==> config.mk <==
export PLATFORM = sky130hd
export DESIGN_NAME = pc_sequencer
export DESIGN_NICKNAME = d
export VERILOG_FILES = /design/src/rtl/pc_seq_pkg.sv /design/src/rtl/pc_sequencer_branch_cond_eval.sv /design/src/rtl/pc_sequencer.sv
export SDC_FILE = /design/constraint.sdc
export NUM_CORES = 1
export LEC_CHECK = 0
export CAP_MARGIN = 20
export CORE_MARGIN = 1.5
export CORE_UTILIZATION = 60
export DETAILED_ROUTE_END_ITERATION = 8
export DONT_BUFFER_PORTS = 1
export PLACE_DENSITY = 0.76
export SLEW_MARGIN = 5
export SYNTH_ARGS = -nofsm -noshare
export SYNTH_HDL_FRONTEND = slang
export SYNTH_SLANG_ARGS = --single-unit
==> constraint.sdc <==
create_clock -name Clock -period 4.2 [get_ports Clock]
set_clock_uncertainty 0.05 [all_clocks]
set_input_delay 0.84 -clock Clock [delete_from_list [all_inputs] [get_ports Clock]]
set_output_delay 0.84 -clock Clock [all_outputs]
set_load 0.02 [all_outputs]
==> src/rtl/pc_seq_pkg.sv <==
// Shared encodings and helpers for the PC sequencer.
package pc_seq_pkg;

  localparam int          INSTR_W = 32;
  localparam logic [31:0] PC_INC  = 32'd4;

  // Branch-condition selector as produced by the decode controller
  localparam logic [2:0] BC_EQ     = 3'b000;
  localparam logic [2:0] BC_NE     = 3'b101;
  localparam logic [2:0] BC_LEZ    = 3'b011;
  localparam logic [2:0] BC_GTZ    = 3'b010;
  localparam logic [2:0] BC_REGIMM = 3'b001;

  typedef enum logic [1:0] {
    ST_BOOT  = 2'd0,
    ST_RUN   = 2'd1,
    ST_STALL = 2'd2
  } state_t;

  // Word-offset branch target, modulo 2^32
  function automatic logic [INSTR_W-1:0] branch_target(input logic [INSTR_W-1:0] pc4,
                                                       input logic [INSTR_W-1:0] off);
    return pc4 + (off << 2);
  endfunction

endpackage

==> src/rtl/pc_sequencer_branch_cond_eval.sv <==
// Combinational branch-condition evaluator (signed compares on rs/rt).
module branch_cond_eval
  import pc_seq_pkg::*;
(
  input  logic [2:0]         BCControl,
  input  logic               BranchSourceMux,
  input  logic [4:0]         RtField,
  input  logic [INSTR_W-1:0] RsData,
  input  logic [INSTR_W-1:0] RtData,
  output logic               cond
);

  logic rs_neg, rs_zero, regimm_cond;
  logic unused_rt_hi;

  assign rs_neg  = RsData[INSTR_W-1];
  assign rs_zero = (RsData == '0);

  // REGIMM: bit 0 of rt selects BGEZ (1) or BLTZ (0); only valid when the
  // decoder says the condition is sourced from the rt field.
  assign regimm_cond  = BranchSourceMux & (RtField[0] ? ~rs_neg : rs_neg);
  assign unused_rt_hi = ^RtField[4:1];

  // Select the condition; unknown encodings are never taken
  always_comb begin
    cond = 1'b0;
    case (BCControl)
      BC_EQ:     cond = (RsData == RtData);
      BC_NE:     cond = (RsData != RtData);
      BC_LEZ:    cond = rs_neg | rs_zero;
      BC_GTZ:    cond = ~rs_neg & ~rs_zero;
      BC_REGIMM: cond = regimm_cond;
      default:   cond = 1'b0;
    endcase
  end

endmodule

==> src/rtl/pc_sequencer.sv <==
// PC sequencer: owns the fetch PC, resolves branches/jumps in ID, drives
// the IF/ID enable/flush. Optional branch statistics under
// PC_SEQ_BRANCH_STATS_EN (adds TakenCount / NotTakenCount outputs).
module pc_sequencer
  import pc_seq_pkg::*;
#(
  parameter logic [31:0] RESET_VECTOR = 32'h0000_0000,
  parameter int          BOOT_CYCLES  = 1
) (
  input  logic               Clock,
  input  logic               Reset,
  input  logic               Branch,
  input  logic               Jump,
  input  logic               JumpMux,
  input  logic [2:0]         BCControl,
  input  logic               BranchSourceMux,
  input  logic [4:0]         RtField,
  input  logic [INSTR_W-1:0] RsData,
  input  logic [INSTR_W-1:0] RtData,
  input  logic [INSTR_W-1:0] BranchOffset,
  input  logic [25:0]        JumpTarget,
  input  logic [INSTR_W-1:0] IdPCPlus4,
  input  logic               StallReq,
  output logic [INSTR_W-1:0] PC,
  output logic [INSTR_W-1:0] PCPlus4,
  output logic               IFID_WriteEnable,
  output logic               IFID_Flush,
  output logic               Redirect,
  output logic               AddrFault
`ifdef PC_SEQ_BRANCH_STATS_EN
  ,
  output logic [31:0]        TakenCount,
  output logic [31:0]        NotTakenCount
`endif
);

  state_t             state;
  logic [3:0]         boot_cnt;
  logic [INSTR_W-1:0] pc_q, pc_next, target;
  logic               cond, active, jump_go, br_eval, br_go, redirect, jr_bad;

  branch_cond_eval u_cond (
    .BCControl       (BCControl),
    .BranchSourceMux (BranchSourceMux),
    .RtField         (RtField),
    .RsData          (RsData),
    .RtData          (RtData),
    .cond            (cond)
  );

  // ID is evaluated whenever out of boot and not stalled; STALL with the
  // request already dropped behaves as RUN in that same cycle.
  assign active   = (state != ST_BOOT) & ~StallReq;
  assign jump_go  = active & Jump;
  assign br_eval  = active & Branch & ~Jump;
  assign br_go    = br_eval & cond;
  assign redirect = jump_go | br_go;
  assign jr_bad   = jump_go & JumpMux & (RsData[1:0] != 2'b00);

  // Redirect target; jumps win over branches, JR targets are word-aligned
  always_comb begin
    target = branch_target(IdPCPlus4, BranchOffset);
    if (Jump) begin
      if (JumpMux) target = {RsData[INSTR_W-1:2], 2'b00};
      else         target = {IdPCPlus4[31:28], JumpTarget, 2'b00};
    end
  end

  // Next fetch address: redirect, sequential, or hold
  always_comb begin
    pc_next = pc_q;
    if (redirect)    pc_next = target;
    else if (active) pc_next = pc_q + PC_INC;
  end

  // Sequencer state, boot counter and PC
  always_ff @(posedge Clock or posedge Reset) begin
    if (Reset) begin
      state    <= ST_BOOT;
      boot_cnt <= 4'(BOOT_CYCLES - 1);
      pc_q     <= RESET_VECTOR;
    end else begin
      case (state)
        ST_BOOT: begin
          if (boot_cnt == 4'd0) state <= ST_RUN;
          else                  boot_cnt <= boot_cnt - 4'd1;
        end
        ST_RUN, ST_STALL: begin
          state <= StallReq ? ST_STALL : ST_RUN;
          pc_q  <= pc_next;
        end
        default: state <= ST_BOOT;
      endcase
    end
  end

  assign PC               = pc_q;
  assign PCPlus4          = pc_q + PC_INC;
  assign IFID_WriteEnable = active;
  assign IFID_Flush       = (state == ST_BOOT) | redirect;
  assign Redirect         = redirect;
  assign AddrFault        = jr_bad;

`ifdef PC_SEQ_BRANCH_STATS_EN
  // Saturating taken / not-taken branch counters (jumps excluded)
  always_ff @(posedge Clock or posedge Reset) begin
    if (Reset) begin
      TakenCount    <= '0;
      NotTakenCount <= '0;
    end else begin
      if (br_go && TakenCount != 32'hFFFF_FFFF)
        TakenCount <= TakenCount + 32'd1;
      if (br_eval && !cond && NotTakenCount != 32'hFFFF_FFFF)
        NotTakenCount <= NotTakenCount + 32'd1;
    end
  end
`endif

endmodule

==> reports/qor.txt, run 1 <==
=================================================================================================
Area overhead of the layout relative to synthesis                                           2.56%
Power density relative to cell area                                                   457 nW/um^2
Status                                                                               finished clean
Die area                                                                                9690 um^2
Starting DRT DRC Count                                                                        362
Global-route wire length before repair                                                  27,400 um
Critical path data arrival time                                                           2.85 ns
CP Capture Type                                                                        output pin
Reported max-cap violation count                                                                0
HPWL Detailed                                                                           14,500 um
Count of inserted antenna diode cells                                                           0
CTS Sinks                                                                                      38
Setup repair after global routing missed its margin                                         false
Clock tree from TritonCTS                                                                    done
CTS clock-pin slew for the worst setup and hold paths                                     0.08 ns
Share of synthesized registers carrying an async set or reset                                100%
Net count of the mapped netlist                                                               900
Number of distinct library cell variants in the gate-level netlist after synthesis             74
Critical path launch point type                                                        input port
Peak ir drop on the vdd network                                                          0.231 mV
Reg-to-Reg Start                                                                            PC[2]
Filler Cell Count                                                                             809
Critical path fanouts, max                                                                      4
Final TNS setup                                                                              0 ns
First-pass DRT Iterations                                                                       5
Quantity of I/O buffers inserted on ports                                                       0
Path category of the worst min-delay check                                                reg2reg
Fraction of power spent switching nets                                                      54.6%
Last weighted congestion value of the routability-driven placer                             0.953
Number of max-slew violations in the final report                                               0
DR WL/cell                                                                                22.8 um
Initial antenna violation count                                                                 0
Number of hold-repair buffers added at the cts stage                                            0
Via-per-instance ratio                                                                       6.97
Worst setup path category                                                                  in2out
Fraction of power consumed by sequential logic                                              36.4%
Core footprint                                                                          8760 um^2
Number of cell instances on the worst register-to-register path                                 9
Number of register bits inferred by synthesis                                                  38
Time the final worst path needs with I/O delays and setup                                 3.74 ns
All-Layer GR Usage                                                                          35.7%
Post-synthesis cell count                                                                     697
Layout cells sized above 1                                                                  6.78%
Final hold violation count                                                                      0
Number of resized instances in the post-cts repair step                                         0
Count of placed standard cells in the final layout, fillers left out                          786
Most used DFF post-synth                                                             sky130_fd_sc_hd__dfrtp_1
Clock buffer count from CTS                                                                     5
Commonest non-fill, non-tap cells in the layout                                      61 x sky130_fd_sc_hd__nand2_1, 61 x sky130_fd_sc_hd__xnor2_1, 43 x sky130_fd_sc_hd__o21ai_0, 41 x sky130_fd_sc_hd__nor2_1, 38 x sky130_fd_sc_hd__dfrtp_1
Mapped cell area                                                                        5470 um^2
Logic gate share of total power                                                             51.3%
Routed wire length                                                                      17,900 um
Number of remaining DRC errors                                                                  0
Setup bufs post-CTS                                                                             0
Number of vias in the routed layout                                                         5,480
I/O pins                                                                                      237
Worst slack after detailed placement                                                     0.422 ns
Part of the total power dissipated in the clock network                                     12.3%
Number of warnings reported in the yosys synthesis log                                          0
Width of the die                                                                          98.5 um
Crit path to                                                                           IFID_Flush
Initial core utilization                                                                    62.4%
Std-Cell Rows                                                                                  34
Number of global-route vias before repair                                                   5,186
Relative max-transition margin                                                              46.1%
Number of levels the H-tree was split into                                                      2
Mean instance size in the synthesized netlist                                           7.84 um^2
Count of nets after finishing                                                                 880
Switching pwr                                                                             1.40 mW
Fraction of post-synthesis cell area in the top cell type by area                           17.4%
Highest Clock Rate                                                                        268 MHz
Largest cells by area after synthesis                                                sky130_fd_sc_hd__dfrtp_1 17%, sky130_fd_sc_hd__xnor2_1 9.8%, sky130_fd_sc_hd__ha_1 7.6%
Area leader, netlist                                                                 sky130_fd_sc_hd__dfrtp_1
Share of the cycle needed by the critical path after routing                                89.0%
Global route total overflow                                                                     0
Launching instance or port of the critical path                                        RsData[19]
Cell Count Post-Placement                                                                     778
Maximum number of pins on one net before global-route repair                                   76
Endpoint of the worst-slack reg-to-reg timing path                                         PC[30]
Die span in y                                                                             98.5 um
Cell-internal power                                                                       1.16 mW
CP required                                                                               3.31 ns
Setup ws final                                                                           0.462 ns
Post-DRT Antenna Nets                                                                           0
Worst Max-Slew Pin Slew                                                                  0.808 ns
Post-synth EDFFs                                                                                0
Final setup fails                                                                               0
Total Power                                                                               2.56 mW
Cell at the root of the clock tree                                                   sky130_fd_sc_hd__clkbuf_8
Sequential fraction of the synthesis area                                                   17.4%
Slack of the worst reg-to-reg path                                                        1.03 ns
Standby leakage power                                                                     2.31 nW
Clock latency on the worst-skew pair                                                      0.30 ns
Maximum count of clock buffers along a single path                                              2
=================================================================================================
## state kept, by name, summed over array words and instances (netlist names)
| signal | flops |
|---|---|
| PC | 32 |
| state | 2 |
| boot_cnt | 4 |
## critical path: stages
cell	delay [ns]
sky130_fd_sc_hd__nor4_1	0.54
sky130_fd_sc_hd__nand4_1	0.19
sky130_fd_sc_hd__nor2_1	0.29
sky130_fd_sc_hd__mux2i_1	0.23
sky130_fd_sc_hd__o31a_1	0.27
sky130_fd_sc_hd__a21oi_4	0.13
sky130_fd_sc_hd__or2_2	0.35
## through the flow
stage,hold WS [ns],area (um^2),utilization (%)
final,0.445,5610,64.0
after global placement,0.437,5500,62.7
after global routing,0.469,5610,64.0
after detailed placement,0.441,5500,62.7
after floorplan,0.414,5470,-
after CTS,0.451,5610,64.0
## worst min-delay path by stage
stage,startpoint,slack [ns],to,cells past startpoint
2_1_floorplan,boot_cnt[3],0.41,boot_cnt[3],1
3_3_place_gp,boot_cnt[3],0.44,boot_cnt[3],1
3_5_place_dp,boot_cnt[3],0.44,boot_cnt[3],1
4_1_cts,boot_cnt[3],0.45,boot_cnt[3],1
5_1_grt,boot_cnt[3],0.47,boot_cnt[3],1
6_report,boot_cnt[3],0.45,boot_cnt[3],1
## metal layers
layer,part of all wire (%),up-vias,global-route usage (%)
li1,-,2538,-
met1,40,2573,48.6
met2,47,335,57.7
met3,11,34,5.74
met4,2.6,0,11.9
met5,0,-,0
## logic make-up (layout without fill, tap and decap cells)
logic type               count (synthesis)  after routing  share of synthesized area [%]
buffers and inverters                   59             40                           4.71
multiplexers                            49             49                           9.32
AND/OR/NAND/NOR                        244            244                           23.3
XOR/XNOR                                80             80                           12.8
flip-flops                              38             38                           17.4
AO/OA/AOI/OAI                          193            193                           24.6
adder cells (fa/ha/maj)                 34             34                           7.92
## power groups by stage
stage / clock, mW / combinational [mW] / sequential (mW)
2_1_floorplan: 0 / 1.12 / 0.841
3_3_place_gp: 0 / 1.26 / 0.922
3_5_place_dp: 0 / 1.29 / 0.936
4_1_cts: 0.317 / 1.30 / 0.928
5_1_grt: 0.329 / 1.42 / 0.958
6_report: 0.316 / 1.32 / 0.933
## synth_stat cells, types with 13 or more instances
cell	n
sky130_fd_sc_hd__and3_1	13
sky130_fd_sc_hd__nor4_1	14
sky130_fd_sc_hd__xnor2_1	61
sky130_fd_sc_hd__ha_1	33
sky130_fd_sc_hd__clkbuf_1	20
sky130_fd_sc_hd__nand2_1	61
sky130_fd_sc_hd__mux2i_1	34
sky130_fd_sc_hd__nor3_1	13
sky130_fd_sc_hd__a21oi_1	37
sky130_fd_sc_hd__o21ai_0	43
sky130_fd_sc_hd__inv_1	25
sky130_fd_sc_hd__nor2b_1	13
sky130_fd_sc_hd__nand3_1	26
sky130_fd_sc_hd__dfrtp_1	38
sky130_fd_sc_hd__a21o_1	17
sky130_fd_sc_hd__xor2_1	19
sky130_fd_sc_hd__nand4_1	17
sky130_fd_sc_hd__o21ai_1	13
sky130_fd_sc_hd__nor2_1	41
## area by class of cell
class                      instances  area, um^2  area share [%]
multi-input combinational        600        4270            76.1
tap                              108         135            2.41
timing repair buffer               7        52.6           0.937
inverter                          25        93.8            1.67
clock inverter                     3        40.0           0.714
clock buffer                       5        68.8            1.23
sequential                        38         951            17.0
(Power assumes the default switching activity.)
==> run 2, diff against run 1 <==
Settings changed: CORE_MARGIN 1.5 to 2, TNS_END_PERCENT set to 1.
==> reports/qor.txt, run 2 (same netlist as run 1, synthesis figures left out) <==
==============================================================================
HPWL Detailed                                                        14,300 um   was 14,500 um
Reported max-cap violation count                                             0   unchanged
CTS Sinks                                                                   38   unchanged
Clock latency on the worst-skew pair                                   0.29 ns   was 0.30 ns
Relative max-transition margin                                           42.2%   was 46.1%
Slack of the worst reg-to-reg path                                     1.09 ns   was 1.03 ns
Number of hold-repair buffers added at the cts stage                         0   unchanged
Critical path fanouts, max                                                   7   was 4
Worst setup path category                                              reg2out   was in2out
Initial antenna violation count                                              0   unchanged
Number of cell instances on the worst register-to-register path              9   unchanged
Area overhead of the layout relative to synthesis                        2.06%   was 2.56%
Worst Hold Path EP                                                 boot_cnt[3]   unchanged
CP Capture Type                                                     output pin   unchanged
Time the final worst path needs with I/O delays and setup              3.75 ns   was 3.74 ns
Via-per-instance ratio                                                    7.04   was 6.97
Die area                                                             9890 um^2   was 9690 um^2
Initial core utilization                                                 62.4%   unchanged
Clock tree from TritonCTS                                                 done   unchanged
Number of remaining DRC errors                                               0   unchanged
Status                                                            finished clean   unchanged
Number of max-slew violations in the final report                            0   unchanged
Std-Cell Rows                                                               34   unchanged
Critical path data arrival time                                        2.86 ns   was 2.85 ns
Global route total overflow                                                  0   unchanged
Number of vias in the routed layout                                      5,521   was 5,480
Setup ws final                                                        0.449 ns   was 0.462 ns
Setup bufs post-CTS                                                          0   unchanged
Endpoint of the worst-slack reg-to-reg timing path                      PC[30]   unchanged
Routed wire length                                                   17,800 um   was 17,900 um
Maximum count of clock buffers along a single path                           2   unchanged
DR WL/cell                                                             22.7 um   was 22.8 um
Final hold violation count                                                   0   unchanged
Worst Max-Slew Pin Slew                                               0.865 ns   was 0.808 ns
Setup repair after global routing missed its margin                      false   unchanged
Post-layout utilization of the core                                      63.7%   was 64.0%
CP required                                                            3.31 ns   about the same
Layout cells sized above 1                                               6.21%   was 6.78%
Standby leakage power                                                  2.29 nW   was 2.31 nW
CTS clock-pin slew for the worst setup and hold paths                  0.07 ns   was 0.08 ns
Clock buffer count from CTS                                                  5   unchanged
Reg-to-Reg Start                                                         PC[2]   unchanged
Final TNS setup                                                           0 ns   unchanged
Post-DRT Antenna Nets                                                        0   unchanged
Number of global-route vias before repair                                5,109   was 5,186
Number of flip-flops under the largest register name                        32   unchanged
Die span in y                                                          99.5 um   was 98.5 um
Highest Clock Rate                                                     267 MHz   was 268 MHz
Final setup fails                                                            0   unchanged
Maximum number of pins on one net before global-route repair                76   unchanged
Width of the die                                                       99.5 um   was 98.5 um
Number of levels the H-tree was split into                                   2   unchanged
Count of inserted antenna diode cells                                        0   unchanged
Cell at the root of the clock tree                                sky130_fd_sc_hd__clkbuf_8   unchanged
Count of nets after finishing                                              879   was 880
Global-route wire length before repair                               27,200 um   was 27,400 um
First-pass DRT Iterations                                                    5   unchanged
Quantity of I/O buffers inserted on ports                                    0   unchanged
Starting DRT DRC Count                                                     381   was 362
All-Layer GR Usage                                                       34.6%   was 35.7%
Worst slack after detailed placement                                  0.528 ns   was 0.422 ns
Core footprint                                                       8760 um^2   unchanged
Peak ir drop on the vdd network                                       0.228 mV   was 0.231 mV
Last weighted congestion value of the routability-driven placer           1.01   was 0.953
Path category of the worst min-delay check                             reg2reg   unchanged
Commonest non-fill, non-tap cells in the layout                   61 x sky130_fd_sc_hd__nand2_1, 61 x sky130_fd_sc_hd__xnor2_1, 43 x sky130_fd_sc_hd__o21ai_0, 41 x sky130_fd_sc_hd__nor2_1, 38 x sky130_fd_sc_hd__dfrtp_1   unchanged
Number of resized instances in the post-cts repair step                      0   unchanged
Launch point of the worst hold path                                boot_cnt[3]   unchanged
Share of the cycle needed by the critical path after routing             89.3%   was 89.0%
Placed inst area                                                     5500 um^2   about the same
Power density relative to cell area                                445 nW/um^2   was 457 nW/um^2
Critical path launch point type                                       register   was input port
I/O pins                                                                   237   unchanged
Worst hold path cell count                                                   1   unchanged
Cell area after layout                                               5580 um^2   was 5610 um^2
==============================================================================
## run 2: changes by cell type in the layout (fill, tap and decap cells not counted), sizes merged
cell    previous run  this run
bufinv             1         0
buf                7         6
clkinv             2         0
clkbuf             5         7
## run 2: layout make-up
type | count | area, um^2
Tap cell | 108 | 135
Timing Repair Buffer | 6 | 57.6
Clock buffer | 7 | 76.3
Inverter | 25 | 93.8
Sequential cell | 38 | 951
Fill cell | 774 | 3180
Multi-Input combinational cell | 600 | 4270
## run 2: how the worst max path moves through the flow
stage / start / endpoint / slack (ns) / cells after the start
after global routing: PC[2] / PCPlus4[26] / 0.30 / 7
after CTS: PC[2] / PCPlus4[26] / 0.46 / 7
after detailed placement: BranchOffset[0] / PC[28] / 0.53 / 10
after floorplan: BranchOffset[0] / PC[28] / 0.86 / 10
final: PC[2] / PCPlus4[26] / 0.45 / 7
after global placement: BranchOffset[0] / PC[28] / 0.58 / 10
## run 2: worst max-delay path, stage by stage (launching register included)
cell                      delay (ns)
sky130_fd_sc_hd__dfrtp_1        0.57
sky130_fd_sc_hd__ha_1           0.33
sky130_fd_sc_hd__nand2_1        0.15
sky130_fd_sc_hd__nor2_1         0.24
sky130_fd_sc_hd__nand3_1        0.20
sky130_fd_sc_hd__nor3_1         0.36
sky130_fd_sc_hd__nand3_1        0.22
sky130_fd_sc_hd__xnor2_1        0.51
## run 2: metal layers
layer | GRT usage, % | wire length, um | vias to the layer above | part of all wire (%)
li1 | - | - | 2529 | -
met1 | 47.4 | 7160 | 2620 | 40
met2 | 57.3 | 8420 | 346 | 47
met3 | 6.04 | 1920 | 26 | 11
met4 | 7.27 | 287 | 0 | 1.6
met5 | 0 | 0 | - | 0
## run 2: power breakdown
part	switching (mW)	leakage (nW)	total [mW]	internal, mW
registers	0.427	0.471	0.930	0.502
logic	0.824	1.78	1.31	0.490
clock network	0.123	0.0383	0.238	0.114
## run 2: metrics by stage
stage / cells / total power [mW] / hold WS [ns]
floorplan: 697 / 1.96 / 0.414
global placement: 777 / 2.19 / 0.433
detailed placement: 777 / 2.23 / 0.437
CTS: 784 / 2.47 / 0.447
global route: 784 / 2.63 / 0.484
finish: 784 / 2.48 / 0.449
